===== src/rtl/axi_lite_pkg.sv =====
// axi_lite_pkg: AXI-Lite response codes and write-endpoint FSM states.
package axi_lite_pkg;
  localparam logic [1:0] RESP_OKAY = 2'b00;
  localparam logic [1:0] RESP_SLVERR = 2'b10;
  typedef enum logic [1:0] {IDLE, COMMIT, RESP} state_t;
endpackage


===== src/rtl/s_axi_regfile.sv =====
// s_axi_regfile: NUM_REGS x 32 register bank with byte-strobed write and combinational read.
module s_axi_regfile #(
  parameter int NUM_REGS = 16
) (
  input  logic                        i_clk,
  input  logic                        i_resetn,
  input  logic                        we,
  input  logic [$clog2(NUM_REGS)-1:0] wr_idx,
  input  logic [31:0]                 wdata,
  input  logic [3:0]                  wstrb,
  input  logic [$clog2(NUM_REGS)-1:0] rd_idx,
  output logic [31:0]                 rd_data
);
  logic [31:0] regs [NUM_REGS];
  always_ff @(posedge i_clk)
    if (!i_resetn)
      for (int i = 0; i < NUM_REGS; i++) regs[i] <= '0;
    else if (we)
      for (int b = 0; b < 4; b++)
        if (wstrb[b]) regs[wr_idx][8*b +: 8] <= wdata[8*b +: 8];
  assign rd_data = regs[rd_idx];
endmodule


===== src/rtl/s_axi_wr_regs.sv =====
// s_axi_wr_regs: AXI-Lite write slave terminating AW/W/B into a local register bank.
module s_axi_wr_regs
  import axi_lite_pkg::*;
#(
  parameter int              ADDR_W    = 32,
  parameter int              NUM_REGS  = 16,
  parameter logic [ADDR_W-1:0] BASE_ADDR = '0
) (
  input  logic                        i_clk,
  input  logic                        i_resetn,
  input  logic                        s_axi_awvalid,
  output logic                        s_axi_awready,
  input  logic [ADDR_W-1:0]           s_axi_awaddr,
  input  logic                        s_axi_wvalid,
  output logic                        s_axi_wready,
  input  logic [31:0]                 s_axi_wdata,
  input  logic [3:0]                  s_axi_wstrb,
  output logic                        s_axi_bvalid,
  input  logic                        s_axi_bready,
  output logic [1:0]                  s_axi_bresp,
  input  logic [$clog2(NUM_REGS)-1:0] i_rd_idx,
  output logic [31:0]                 o_rd_data,
  output logic                        o_wr_pulse,
  output logic [$clog2(NUM_REGS)-1:0] o_wr_idx
);
  localparam int IW = $clog2(NUM_REGS);
  state_t state, state_n;
  logic aw_held, w_held, aw_held_n, w_held_n;
  logic aw_hs, w_hs, hit, pulse_n;
  logic [ADDR_W-1:0] addr_q, word;
  logic [31:0] data_q;
  logic [3:0] strb_q;
  logic [1:0] bresp_n;
  logic [IW-1:0] idx, idx_n;
  assign aw_hs = s_axi_awvalid && s_axi_awready;
  assign w_hs = s_axi_wvalid && s_axi_wready;
  // Word offset from the base; the subtraction wraps for addresses below it, hence the explicit >= test.
  assign word = (addr_q - BASE_ADDR) >> 2;
  assign idx = word[IW-1:0];
  assign hit = (addr_q >= BASE_ADDR) && (word < ADDR_W'(NUM_REGS));
  always_comb begin
    state_n = state;
    aw_held_n = aw_held;
    w_held_n = w_held;
    bresp_n = s_axi_bresp;
    pulse_n = 1'b0;
    idx_n = o_wr_idx;
    unique case (state)
      IDLE: begin
        aw_held_n = aw_held || aw_hs;
        w_held_n = w_held || w_hs;
        state_n = (aw_held_n && w_held_n) ? COMMIT : IDLE;
      end
      COMMIT: begin
        state_n = RESP;
        bresp_n = hit ? RESP_OKAY : RESP_SLVERR;
        pulse_n = hit;
        idx_n = hit ? idx : o_wr_idx;
      end
      RESP: begin
        state_n = s_axi_bready ? IDLE : RESP;
        aw_held_n = s_axi_bready ? 1'b0 : aw_held;
        w_held_n = s_axi_bready ? 1'b0 : w_held;
      end
      default: state_n = IDLE;
    endcase
  end
  always_ff @(posedge i_clk)
    if (!i_resetn) begin
      state <= IDLE;
      aw_held <= 1'b0;
      w_held <= 1'b0;
      s_axi_awready <= 1'b0;
      s_axi_wready <= 1'b0;
      s_axi_bvalid <= 1'b0;
      s_axi_bresp <= RESP_OKAY;
      o_wr_pulse <= 1'b0;
      o_wr_idx <= '0;
    end else begin
      state <= state_n;
      aw_held <= aw_held_n;
      w_held <= w_held_n;
      s_axi_awready <= (state_n == IDLE) && !aw_held_n;
      s_axi_wready <= (state_n == IDLE) && !w_held_n;
      s_axi_bvalid <= state_n == RESP;
      s_axi_bresp <= bresp_n;
      o_wr_pulse <= pulse_n;
      o_wr_idx <= idx_n;
    end
  always_ff @(posedge i_clk) begin
    if (aw_hs) addr_q <= s_axi_awaddr;
    if (w_hs) begin
      data_q <= s_axi_wdata;
      strb_q <= s_axi_wstrb;
    end
  end
  // Gating with i_resetn drops a commit whose COMMIT cycle coincides with reset.
  s_axi_regfile #(.NUM_REGS(NUM_REGS)) u_regfile (
    .i_clk   (i_clk),
    .i_resetn(i_resetn),
    .we      ((state == COMMIT) && hit && i_resetn),
    .wr_idx  (idx),
    .wdata   (data_q),
    .wstrb   (strb_q),
    .rd_idx  (i_rd_idx),
    .rd_data (o_rd_data)
  );
endmodule

===== config.mk =====
export PLATFORM = sky130hd
export DESIGN_NAME = s_axi_wr_regs
export DESIGN_NICKNAME = d
export VERILOG_FILES = /design/src/rtl/axi_lite_pkg.sv /design/src/rtl/s_axi_regfile.sv /design/src/rtl/s_axi_wr_regs.sv
export SDC_FILE = /design/constraint.sdc
export NUM_CORES = 1
export LEC_CHECK = 0
export ABC_AREA = 0
export ABC_CLOCK_PERIOD_IN_PS = 5800
export CAP_MARGIN = 30
export CORE_MARGIN = 1.5
export CORE_UTILIZATION = 55
export CTS_BUF_LIST = sky130_fd_sc_hd__clkbuf_16
export DETAILED_ROUTE_END_ITERATION = 16
export PLACE_DENSITY = 0.72
export REMOVE_ABC_BUFFERS = 1
export SYNTH_ARGS = -nofsm -noshare
export SYNTH_HDL_FRONTEND = slang
export SYNTH_SLANG_ARGS = --single-unit

===== constraint.sdc =====
create_clock -name i_clk -period 5.8 [get_ports i_clk]
set_input_delay 1.74 -clock i_clk [delete_from_list [all_inputs] [get_ports i_clk]]
set_output_delay 1.74 -clock i_clk [all_outputs]
set_load 0.005 [all_outputs]

==> results.yml <==
outcome:
  status: "completed"
yosys:
  synth_compound_area_share_pct: 3.48
  seq_area_frac_synth_pct: 70.2
  synth_top_cell_by_area: "edfxtp_1"
  synth_commonest_cells: "578 x edfxtp_1, 518 x nor2_1, 128 x mux4_2, 90 x nand2_1, 79 x clkbuf_1"
  synth_cell_types: 35
  synth_edf_count: 578
  synth_fa_ha_area_share_pct: 0
  synth_xor_area_share_pct: 0
  syn-instance-count: 1687
  ys.flop_type: "edfxtp_1"
  syn_area_per_cell_sq_um: 14.9
  synth.most_common_cell: "edfxtp_1"
  synth_top_area_share_pct: 69.2
  async_flop_share_pct: 0
  synth_top_family_by_area: "multiplexers"
  synth_simple_gate_area_share_pct: 11.5
  yosys_warnings: 0
  muxShareOfSynthArea_pct: 11.6
  synth_top_cells_by_area: "edfxtp_1 69%, mux4_2 11%, nor2_1 7.8%"
  synth_area_sq_mm: 0.0251
  synth-seq-cells: 591
timing:
  fin_crit_ns: 5.49
  final-hold-violation-count: 0
  finalSetupViolCount: 0
  setup_ws_ns: 0.312
  finalClockSkew_ns: 0.0117
  period_share_pct: 94.6
  rsz0062_at_grt: "no"
  fmax_ghz: 0.182
  slew_viol_final: 0
  worst_pin_slew_ns: 1.01
  maxSlewHeadroom_pct: 32.3
  fin_setup_tns_ns: 0
floorplan:
  start_util_pct: 55.5
  coreArea_sq_mm: 0.0452
  die_area_sq_mm: 0.0469
  row_count: 78
  boundaryPins: 119
  die_h_microns: 217
  die_w_microns: 217
global_route:
  grt_overflow: 0
  grt_max_degree: 64
  grt_pass1_wl_microns: 89600
  grt_pass1_vias: 15258
  grt.total_usage_pct: 26.1
  antenna_found_initial: 0
flow_run:
  maxCapViolCount: 0
clock_tree:
  path_clk_slew_ns: 0.06
  cts_sinks: 591
  tritoncts: "done"
  cts-resized-gates: 0
  post-cts-setup-buffers: 0
  postCtsHoldBufs: 0
  clk_latency_ns: 0.61
  clock_path_buffers: 3
  root_buffer: "clkbuf_16"
  cts_max_level: 2
  cts_buffers: 58
setup_path:
  rr_worst_depth: 6
  path_class: "input pin to output port"
  cp-end-kind: "output port"
  cp_max_fo: 28
  crit_chain: "clkbuf_8 -> buf_12 -> buf_4 -> mux4_2 -> a22oi_1 -> nand2_1 -> clkdlybuf4s50_1"
  slowest_delay_ns: 0.51
  reg2reg_to: "u_regfile.regs[5][24]"
  slowest_stage: "mux4_2"
  crit_arrival_ns: 3.75
  cp-endpoint: "o_rd_data[3]"
  crit_required_ns: 4.06
  cp-startpoint: "i_rd_idx[0]"
  critPathLaunchType: "input pin"
  timing.rr.start: "addr_q[17]"
  ff2ff_setup_slack_ns: 1.95
placed_design:
  port_buffers: 115
  gp_congestion: 0.786
  dpl.hpwl_microns: 36600
  post-place-ws_ns: 0.274
pwr:
  p_leak_nw: 9.84
  swShare_pct: 21.7
  power_frac_seq_pct: 53.6
  p_int_mw: 7.14
  power.total_mw: 9.12
  clockPowerShare_pct: 39.2
  combPwrFrac_pct: 7.2
  ir_drop_mv: 0.274
  p_switching_mw: 1.98
  p_per_area_mw_per_mm2: 316
drt:
  drc: 0
  vias: 14793
  ant_nets: 0
  drt_wl_total_microns: 60300
  drt-initial-drc-count: 1722
  drt-wirelength-per-cell_microns: 24.5
  dr.pass1.iters: 5
  vias_per_cell: 6.02
min_path:
  hold_class: "flop to flop"
layout:
  area_growth_pct: 15.1
  drive_gt1_share_pct: 17.8
  diodes: 0
  layout.nets: 1888
-- power groups by stage --
stage                     clock network, mW  logic [mW]  registers (mW)
after detailed placement                  0       0.655            4.98
after global placement                    0       0.644            4.97
final                                  3.58       0.653            4.89
after global routing                   3.76       0.695            4.90
after CTS                              3.60       0.659            4.89
after floorplan                           0       0.305            4.96
-- cell families after synthesis --
| kind of cell | count (synthesis) |
|---|---|
| DFF | 591 |
| muxes | 130 |
| and+or+nand+nor | 669 |
| buffers and inverters | 154 |
| other | 1 |
| AOI/OAI and AO/OA | 142 |
-- worst max-delay path, delay by kind of cell --
family	cells	cell delay, ns
buffers and inverters	4	1.07
and+or+nand+nor	1	0.13
AOI/OAI and AO/OA	1	0.24
muxes	1	0.51
-- cell usage in the layout (no fill, tap or decap), types with 11 or more instances in the layout --
cell / count
clkdlybuf4s50_1: 112
clkinv_2: 11
edfxtp_1: 578
nand4_4: 13
dfxtp_1: 13
clkinv_1: 17
o21ai_0: 69
nand2_1: 90
nor2_1: 517
inv_1: 16
and2_1: 13
clkbuf_16: 59
mux4_2: 128
a22oi_1: 64
buf_4: 89
-- per-stage QoR --
stage / instances / hold slack [ns] / cell area (sq um) / utilization [%]
floorplan: 1536 / 0.452 / 24300 / -
CTS: 2457 / 0.465 / 28900 / 63.9
finish: 2458 / 0.462 / 28900 / 63.9
global placement: 2347 / 0.444 / 27000 / 59.8
detailed placement: 2350 / 0.454 / 27100 / 59.9
global route: 2458 / 0.482 / 28900 / 63.9
-- cell type report --
| cell class | count | area [sq um] |
|---|---|---|
| sequential | 591 | 17600 |
| fill | 3186 | 16300 |
| clock buffer | 59 | 1480 |
| timing repair buffer | 215 | 2040 |
| tap | 600 | 751 |
| multi-input combinational | 942 | 6670 |
| inverter | 3 | 11.3 |
| clock inverter | 48 | 314 |
-- worst min path at each step --
stage	end	start	depth (start not counted)	slack (ns)
floorplan	o_wr_idx[0]	o_wr_idx[0]	2	0.45
global placement	o_wr_idx[2]	o_wr_idx[2]	2	0.44
detailed placement	o_wr_idx[3]	o_wr_idx[3]	2	0.45
CTS	o_wr_idx[3]	o_wr_idx[3]	2	0.46
global route	o_wr_idx[3]	o_wr_idx[3]	2	0.48
finish	o_wr_idx[3]	o_wr_idx[3]	2	0.46
-- sequential cells by signal, indices dropped and copies added, names as in the netlist --
register / count
addr_q: 30
aw_held: 1
data_q: 32
o_wr_idx: 4
o_wr_pulse: 1
s_axi_awready: 1
s_axi_bresp: 1
s_axi_bvalid: 1
s_axi_wready: 1
state: 2
strb_q: 4
u_regfile.regs: 512
w_held: 1
-- layer usage --
metal | track usage (%) | share of wire, %
met1 | 33.9 | 38
met2 | 44.8 | 51
met3 | 4.97 | 8.7
met4 | 7.75 | 2.4
met5 | 0 | 0
Note: power is estimated with default switching activity, not from simulation.
